$ cat config.mk
export PLATFORM = sky130hd
export DESIGN_NAME = stopwatch_counter
export DESIGN_NICKNAME = d
export VERILOG_FILES = /design/src/rtl/stopwatch_counter_pkg.sv /design/src/rtl/stopwatch_counter_tick_divider.sv /design/src/rtl/stopwatch_counter.sv
export SDC_FILE = /design/constraint.sdc
export NUM_CORES = 1
export LEC_CHECK = 0
export ABC_CLOCK_PERIOD_IN_PS = 2500
export BUFFER_PORTS_ARGS = -buffer_cell sky130_fd_sc_hd__buf_2
export CORE_MARGIN = 2
export CORE_UTILIZATION = 50
export CTS_CLUSTER_SIZE = 25
export DETAILED_ROUTE_END_ITERATION = 10
export PLACE_DENSITY = 0.72
export SLEW_MARGIN = 5
export SYNTH_ARGS = -nofsm -noshare
export SYNTH_HDL_FRONTEND = slang
export SYNTH_SLANG_ARGS = --single-unit
$ cat constraint.sdc
create_clock -name CLK -period 2.5 [get_ports CLK]
set_input_delay 0.125 -clock CLK [delete_from_list [all_inputs] [get_ports CLK]]
set_output_delay 0.125 -clock CLK [all_outputs]
set_load 0.05 [all_outputs]
$ cat src/rtl/stopwatch_counter_pkg.sv
// Shared definitions for the stopwatch core: blank digit code, run/pause
// state encoding, adjust field select codes and the mod-60 BCD increment
// used by both the seconds and minutes fields.
package stopwatch_counter_pkg;

  localparam logic [3:0] BLANK = 4'hF;

  typedef enum logic {
    ST_PAUSED = 1'b0,
    ST_RUN    = 1'b1
  } state_t;

  typedef enum logic {
    SEL_SEC = 1'b0,
    SEL_MIN = 1'b1
  } sel_t;

  typedef struct packed {
    logic [3:0] tens;
    logic [3:0] ones;
  } bcd60_t;

  typedef struct packed {
    logic   wrap;
    bcd60_t val;
  } bcd60_inc_t;

  // Next value of a 00..59 BCD field; wrap is set on 59 -> 00.
  function automatic bcd60_inc_t bcd60_inc(input logic [3:0] tens, input logic [3:0] ones);
    bcd60_inc_t r;
    r.wrap     = 1'b0;
    r.val.tens = tens;
    r.val.ones = ones;
    if (ones != 4'd9) begin
      r.val.ones = ones + 4'd1;
    end else begin
      r.val.ones = '0;
      if (tens != 4'd5) begin
        r.val.tens = tens + 4'd1;
      end else begin
        r.val.tens = '0;
        r.wrap     = 1'b1;
      end
    end
    return r;
  endfunction

endpackage

$ cat src/rtl/stopwatch_counter_tick_divider.sv
// tick_divider: modulo-DIV cycle counter.
//  CLK, RESET : clock, synchronous active-high reset
//  en         : advance the count (frozen when low)
//  clr        : force count to 0 (overrides en)
//  tick       : 1-cycle pulse in the enabled cycle at terminal count DIV-1
module tick_divider #(
  parameter int unsigned DIV = 4
) (
  input  logic CLK,
  input  logic RESET,
  input  logic en,
  input  logic clr,
  output logic tick
);

  localparam int unsigned W = (DIV > 1) ? $clog2(DIV) : 1;
  localparam logic [W-1:0] TERM = W'(DIV - 1);

  logic [W-1:0] cnt_q, cnt_d;

  always_comb begin
    cnt_d = cnt_q;
    tick  = 1'b0;
    if (clr) begin
      cnt_d = '0;
    end else if (en) begin
      if (cnt_q == TERM) begin
        cnt_d = '0;
        tick  = 1'b1;
      end else begin
        cnt_d = cnt_q + W'(1);
      end
    end
  end

  always_ff @(posedge CLK) begin
    if (RESET) cnt_q <= '0;
    else       cnt_q <= cnt_d;
  end

endmodule

$ cat src/rtl/stopwatch_counter.sv
// stopwatch_counter: MM:SS BCD time-keeping core feeding the 7-segment mux.
//  CLK, RESET : clock, synchronous active-high reset
//  PAUSE      : 1-cycle pulse, toggles run/paused (also while adjusting)
//  ADJ        : level, adjust mode (stops counting, increments selected field)
//  SEL        : level, adjust field: 0 = seconds, 1 = minutes
//  d0..d3     : registered digit codes ss ones, ss tens, mm ones, mm tens
//               (4'hF = blank while the selected field blinks)
//  RUNNING    : registered, 1 when in run state
module stopwatch_counter
  import stopwatch_counter_pkg::*;
#(
  parameter int unsigned CLK_HZ    = 100_000_000,
  parameter int unsigned RUN_DIV   = CLK_HZ,
  parameter int unsigned ADJ_DIV   = CLK_HZ / 2,
  parameter int unsigned BLINK_DIV = CLK_HZ / 4
) (
  input  logic       CLK,
  input  logic       RESET,
  input  logic       PAUSE,
  input  logic       ADJ,
  input  logic       SEL,
  output logic [3:0] d0,
  output logic [3:0] d1,
  output logic [3:0] d2,
  output logic [3:0] d3,
  output logic       RUNNING
);

  state_t     state_q, state_d;
  logic       running_q, running_d;
  logic       blink_phase_q, blink_phase_d;
  bcd60_t     ss_q, ss_d, mm_q, mm_d;
  logic [3:0] d0_q, d0_d, d1_q, d1_d, d2_q, d2_d, d3_q, d3_d;

  logic       run_en, run_tick, adj_tick, blink_tick;
  bcd60_t     ss_next, mm_next;
  logic       ss_wrap, mm_wrap_unused;
  logic       blank_sec, blank_min;

  // ADJ gates the run divider combinationally, so a tick coinciding with
  // ADJ rising is dropped and the partial second is preserved.
  assign run_en = (state_q == ST_RUN) && !ADJ;

  tick_divider #(.DIV(RUN_DIV)) u_run_div (
    .CLK(CLK), .RESET(RESET), .en(run_en), .clr(1'b0), .tick(run_tick)
  );

  tick_divider #(.DIV(ADJ_DIV)) u_adj_div (
    .CLK(CLK), .RESET(RESET), .en(ADJ), .clr(!ADJ), .tick(adj_tick)
  );

  tick_divider #(.DIV(BLINK_DIV)) u_blink_div (
    .CLK(CLK), .RESET(RESET), .en(1'b1), .clr(1'b0), .tick(blink_tick)
  );

  always_comb begin
    state_d = state_q;
    if (PAUSE) state_d = (state_q == ST_RUN) ? ST_PAUSED : ST_RUN;
    running_d     = (state_d == ST_RUN);
    blink_phase_d = blink_phase_q ^ blink_tick;

    {ss_wrap, ss_next}        = bcd60_inc(ss_q.tens, ss_q.ones);
    {mm_wrap_unused, mm_next} = bcd60_inc(mm_q.tens, mm_q.ones);

    ss_d = ss_q;
    mm_d = mm_q;
    if (run_tick) begin
      ss_d = ss_next;
      if (ss_wrap) mm_d = mm_next;
    end else if (adj_tick) begin
      if (SEL == SEL_MIN) mm_d = mm_next;
      else                ss_d = ss_next;
    end

    blank_sec = ADJ && blink_phase_q && (SEL == SEL_SEC);
    blank_min = ADJ && blink_phase_q && (SEL == SEL_MIN);
    d0_d = blank_sec ? BLANK : ss_q.ones;
    d1_d = blank_sec ? BLANK : ss_q.tens;
    d2_d = blank_min ? BLANK : mm_q.ones;
    d3_d = blank_min ? BLANK : mm_q.tens;
  end

  always_ff @(posedge CLK) begin
    if (RESET) begin
      state_q       <= ST_PAUSED;
      running_q     <= 1'b0;
      blink_phase_q <= 1'b0;
      ss_q          <= '0;
      mm_q          <= '0;
      d0_q          <= '0;
      d1_q          <= '0;
      d2_q          <= '0;
      d3_q          <= '0;
    end else begin
      state_q       <= state_d;
      running_q     <= running_d;
      blink_phase_q <= blink_phase_d;
      ss_q          <= ss_d;
      mm_q          <= mm_d;
      d0_q          <= d0_d;
      d1_q          <= d1_d;
      d2_q          <= d2_d;
      d3_q          <= d3_d;
    end
  end

  assign d0      = d0_q;
  assign d1      = d1_q;
  assign d2      = d2_q;
  assign d3      = d3_q;
  assign RUNNING = running_q;

endmodule

==> results.toml <==
[synth]
synth_fa_ha_area_share_pct = 0.788
syn_nets = 563
synth-simple-area-share_pct = 29.7
ys_seq_area_share_pct = 47.1
synth_cell_types = 44
synth.area.mux_share_pct = 0.420
avgSynthCellArea_um2 = 8.58
async_flop_share_pct = 0
synth-main-ff-cell = "dfxtp_1"
synth_edf_count = 0
synth_top_family_by_area = "simple AND/OR/NAND/NOR gates"
synth-xor-area-share_pct = 13.6
yosysWarnings = 0
ys_ff_latch = 112
synth_compound_area_share_pct = 5.36
syn_area_um2 = 4760
synth_cells = 555

[routing]
wirelength_mm = 8.65
drc_errors = 0
num_vias = 3676
vias_per_cell = 5.16
wl_per_cell_um = 12.1
drtIter0Drc = 112
final_antenna_net_count = 0
firstDrtPassIters = 4

[clock_tree]
cts.htree.levels = 3
clkSinkCount = 112
numCtsBuffers = 9
path_clk_slew_ns = 0.10
root_buffer = "clkbuf_8"
clk_path_buf_depth = 2
postCtsSetupBuffers = 0
cts_tree = "yes"
clkLatencyLatePin_ns = 0.36

[sta]
post-route-min-period_ns = 2.37
setup_viol_count_final = 0
setup_tns_ns = 0
fin_crit_sh_pct = 94.8
maxSlewViolCount = 0
rsz0062_at_grt = "no"
max_slew_margin_pct = 55.4
max_freq_mhz = 422
whs_ns = 0.239
hold_viol_final = 0
clock-skew-final_ns = 0.0134
tightest_slew_ns = 0.669

[global_routing]
grt_overflow = 0
antenna_found_initial = 0
grtUsageTotal_pct = 17.8
grt_pass1_wl_mm = 15.1
grt_max_degree = 40
grt_pass1_vias = 3423

[flow_run]
cap_violations = 0

[pwr]
p_switching_mw = 0.631
sequentialPowerShare_pct = 61.4
ir_drop_mv = 0.291
leakagePower_nw = 1.84
p_int_mw = 2.31
p_sw_share_pct = 21.5
p_per_area_nw_per_um2 = 561
clock_power_share_pct = 36.4
p_comb_share_pct = 2.3

[placed_design]
hpwl_mm = 6.10
io_buffers = 21
gp_congestion = 0.824

[floorplanning]
initial_core_util_pct = 51.5
core_area_um2 = 9240
placementRows = 35
die_w_um = 102
pin_count = 22
die_h_um = 102
fp.dieArea_um2 = 10300

[setup_path]
cp-start-kind = "register"
required_ns = 2.80
arrival_ns = 2.68
cp-end-kind = "register"
path_max_fanout = 7
critPathKind = "register to register"

[finish]
area_delta_synth_final_pct = 9.99
drive_above_1_share_pct = 9.76
n_fill_cell = 839
n_antenna_cell = 0
layout.nets = 587

[min_path]
hold_class = "input port to register"

[outcome]
status = "finished, final reports clean"
==> what timing repair did <==
action	4_1_cts	5_1_grt
endpoints found under the hold margin	1	0
endpoints found under the setup margin	0	3
hold buffers	1	0
resized for setup	0	2
==> cell families (layout without fill, tap and decap cells) <==
kind of cell / count (synthesis) / count (layout)
simple gates: 287 / 287
flops: 112 / 112
xor+xnor: 74 / 74
compound gates: 40 / 40
buf+inv: 37 / 66
fa+ha+maj: 3 / 3
mux: 2 / 2
==> final cells by class <==
| cell class | instances | area [um^2] | share of cell area (%) |
|---|---|---|---|
| multi-input combinational | 406 | 2390 | 45.6 |
| sequential | 112 | 2240 | 42.8 |
| timing repair buffer | 30 | 175 | 3.35 |
| tap | 129 | 161 | 3.08 |
| clock buffer | 12 | 145 | 2.77 |
| inverter | 20 | 75.1 | 1.43 |
| clock inverter | 4 | 51.3 | 0.980 |
==> per-layer routing <==
layer	global-route usage, %	wire length, um
met1	22.2	4100
met2	30.7	4190
met3	4.07	284
met4	5.09	85
met5	0	0
==> sequential cells by signal (all words and copies together), names as in the netlist, 8 cells and up <==
name	cells
u_adj_div.cnt_q	26
u_blink_div.cnt_q	25
mm_q	8
ss_q	8
u_run_div.cnt_q	27
==> placed cells by master, fill, tap and decap left out, drive strengths merged, types with 3 or more instances in the layout <==
cell / count
o2111ai: 3
nor3b: 4
clkbuf: 12
nand4: 14
xnor2: 40
or3: 10
o21ai: 15
inv: 21
nor4: 7
or2: 3
or4: 3
nor2: 129
and4: 5
a21oi: 13
nand3: 26
and3: 15
o211ai: 4
dfxtp: 112
nor3: 19
ha: 3
buf: 29
nand2: 34
nor2b: 6
xor2: 34
==> worst paths after layout <==
check / slack (ns) / from / cells after the start / endpoint
setup / recovery: 0.13 / u_run_div.cnt_q[0] / 8 / ss_q[7]
hold / removal: 0.24 / SEL / 4 / d1[1]
setup reg to reg: 0.13 / u_run_div.cnt_q[0] / 8 / ss_q[7]
hold reg to reg: 0.46 / u_adj_div.cnt_q[0] / 1 / u_adj_div.cnt_q[0]
==> cells in the mapped netlist (3+ instances only) <==
library cell  instances  area share, %
a21oi_1              13            1.4
and3_1               14            1.8
and4_1                5           0.92
buf_2                 3           0.32
clkbuf_1             14            1.1
dfxtp_1             112             47
ha_1                  3           0.79
inv_1                20            1.6
nand2_1              34            2.7
nand3_1              26            2.7
nand4_1              14            1.8
nor2_1              129             10
nor2b_1               6           0.79
nor3_1               18            1.9
nor3b_1               4           0.63
nor4_1                6           0.79
o211ai_1              4           0.63
o21ai_0              12            1.3
o21ai_1               3           0.32
or2_2                 3           0.39
or3_1                10            1.3
xnor2_1              40            7.4
xor2_1               34            6.3
==> power groups by stage <==
stage	logic [mW]	clock network [mW]	registers [mW]
after floorplan	0.0444	0	1.85
after global placement	0.0656	0	1.84
after detailed placement	0.0667	0	1.84
after CTS	0.0681	1.10	1.80
after global routing	0.0746	1.18	1.81
final	0.0672	1.07	1.80
==> critical path: stages (launching register included) <==
cell       delay (ns)
dfxtp_1          0.42
ha_1             0.23
nand2b_2         0.06
or4_4            0.51
nor3_2           0.17
buf_4            0.17
o2111ai_2        0.19
or4_1            0.50
nand2_1          0.08
==> through the flow <==
step / power (mW) / area, um^2 / worst slack, ns / util [%] / cells
6_report: 2.94 / 5240 / 0.129 / 56.7 / 713
5_1_grt: 3.06 / 5240 / 0.0128 / 56.7 / 713
4_1_cts: 2.97 / 5230 / 0.0870 / 56.6 / 713
3_5_place_dp: 1.91 / 5020 / 0.0972 / 54.3 / 696
3_3_place_gp: 1.91 / 5020 / 0.155 / 54.3 / 696
2_1_floorplan: 1.89 / 4760 / 0.0235 / - / 555
Power figures use the tool's default switching activity.
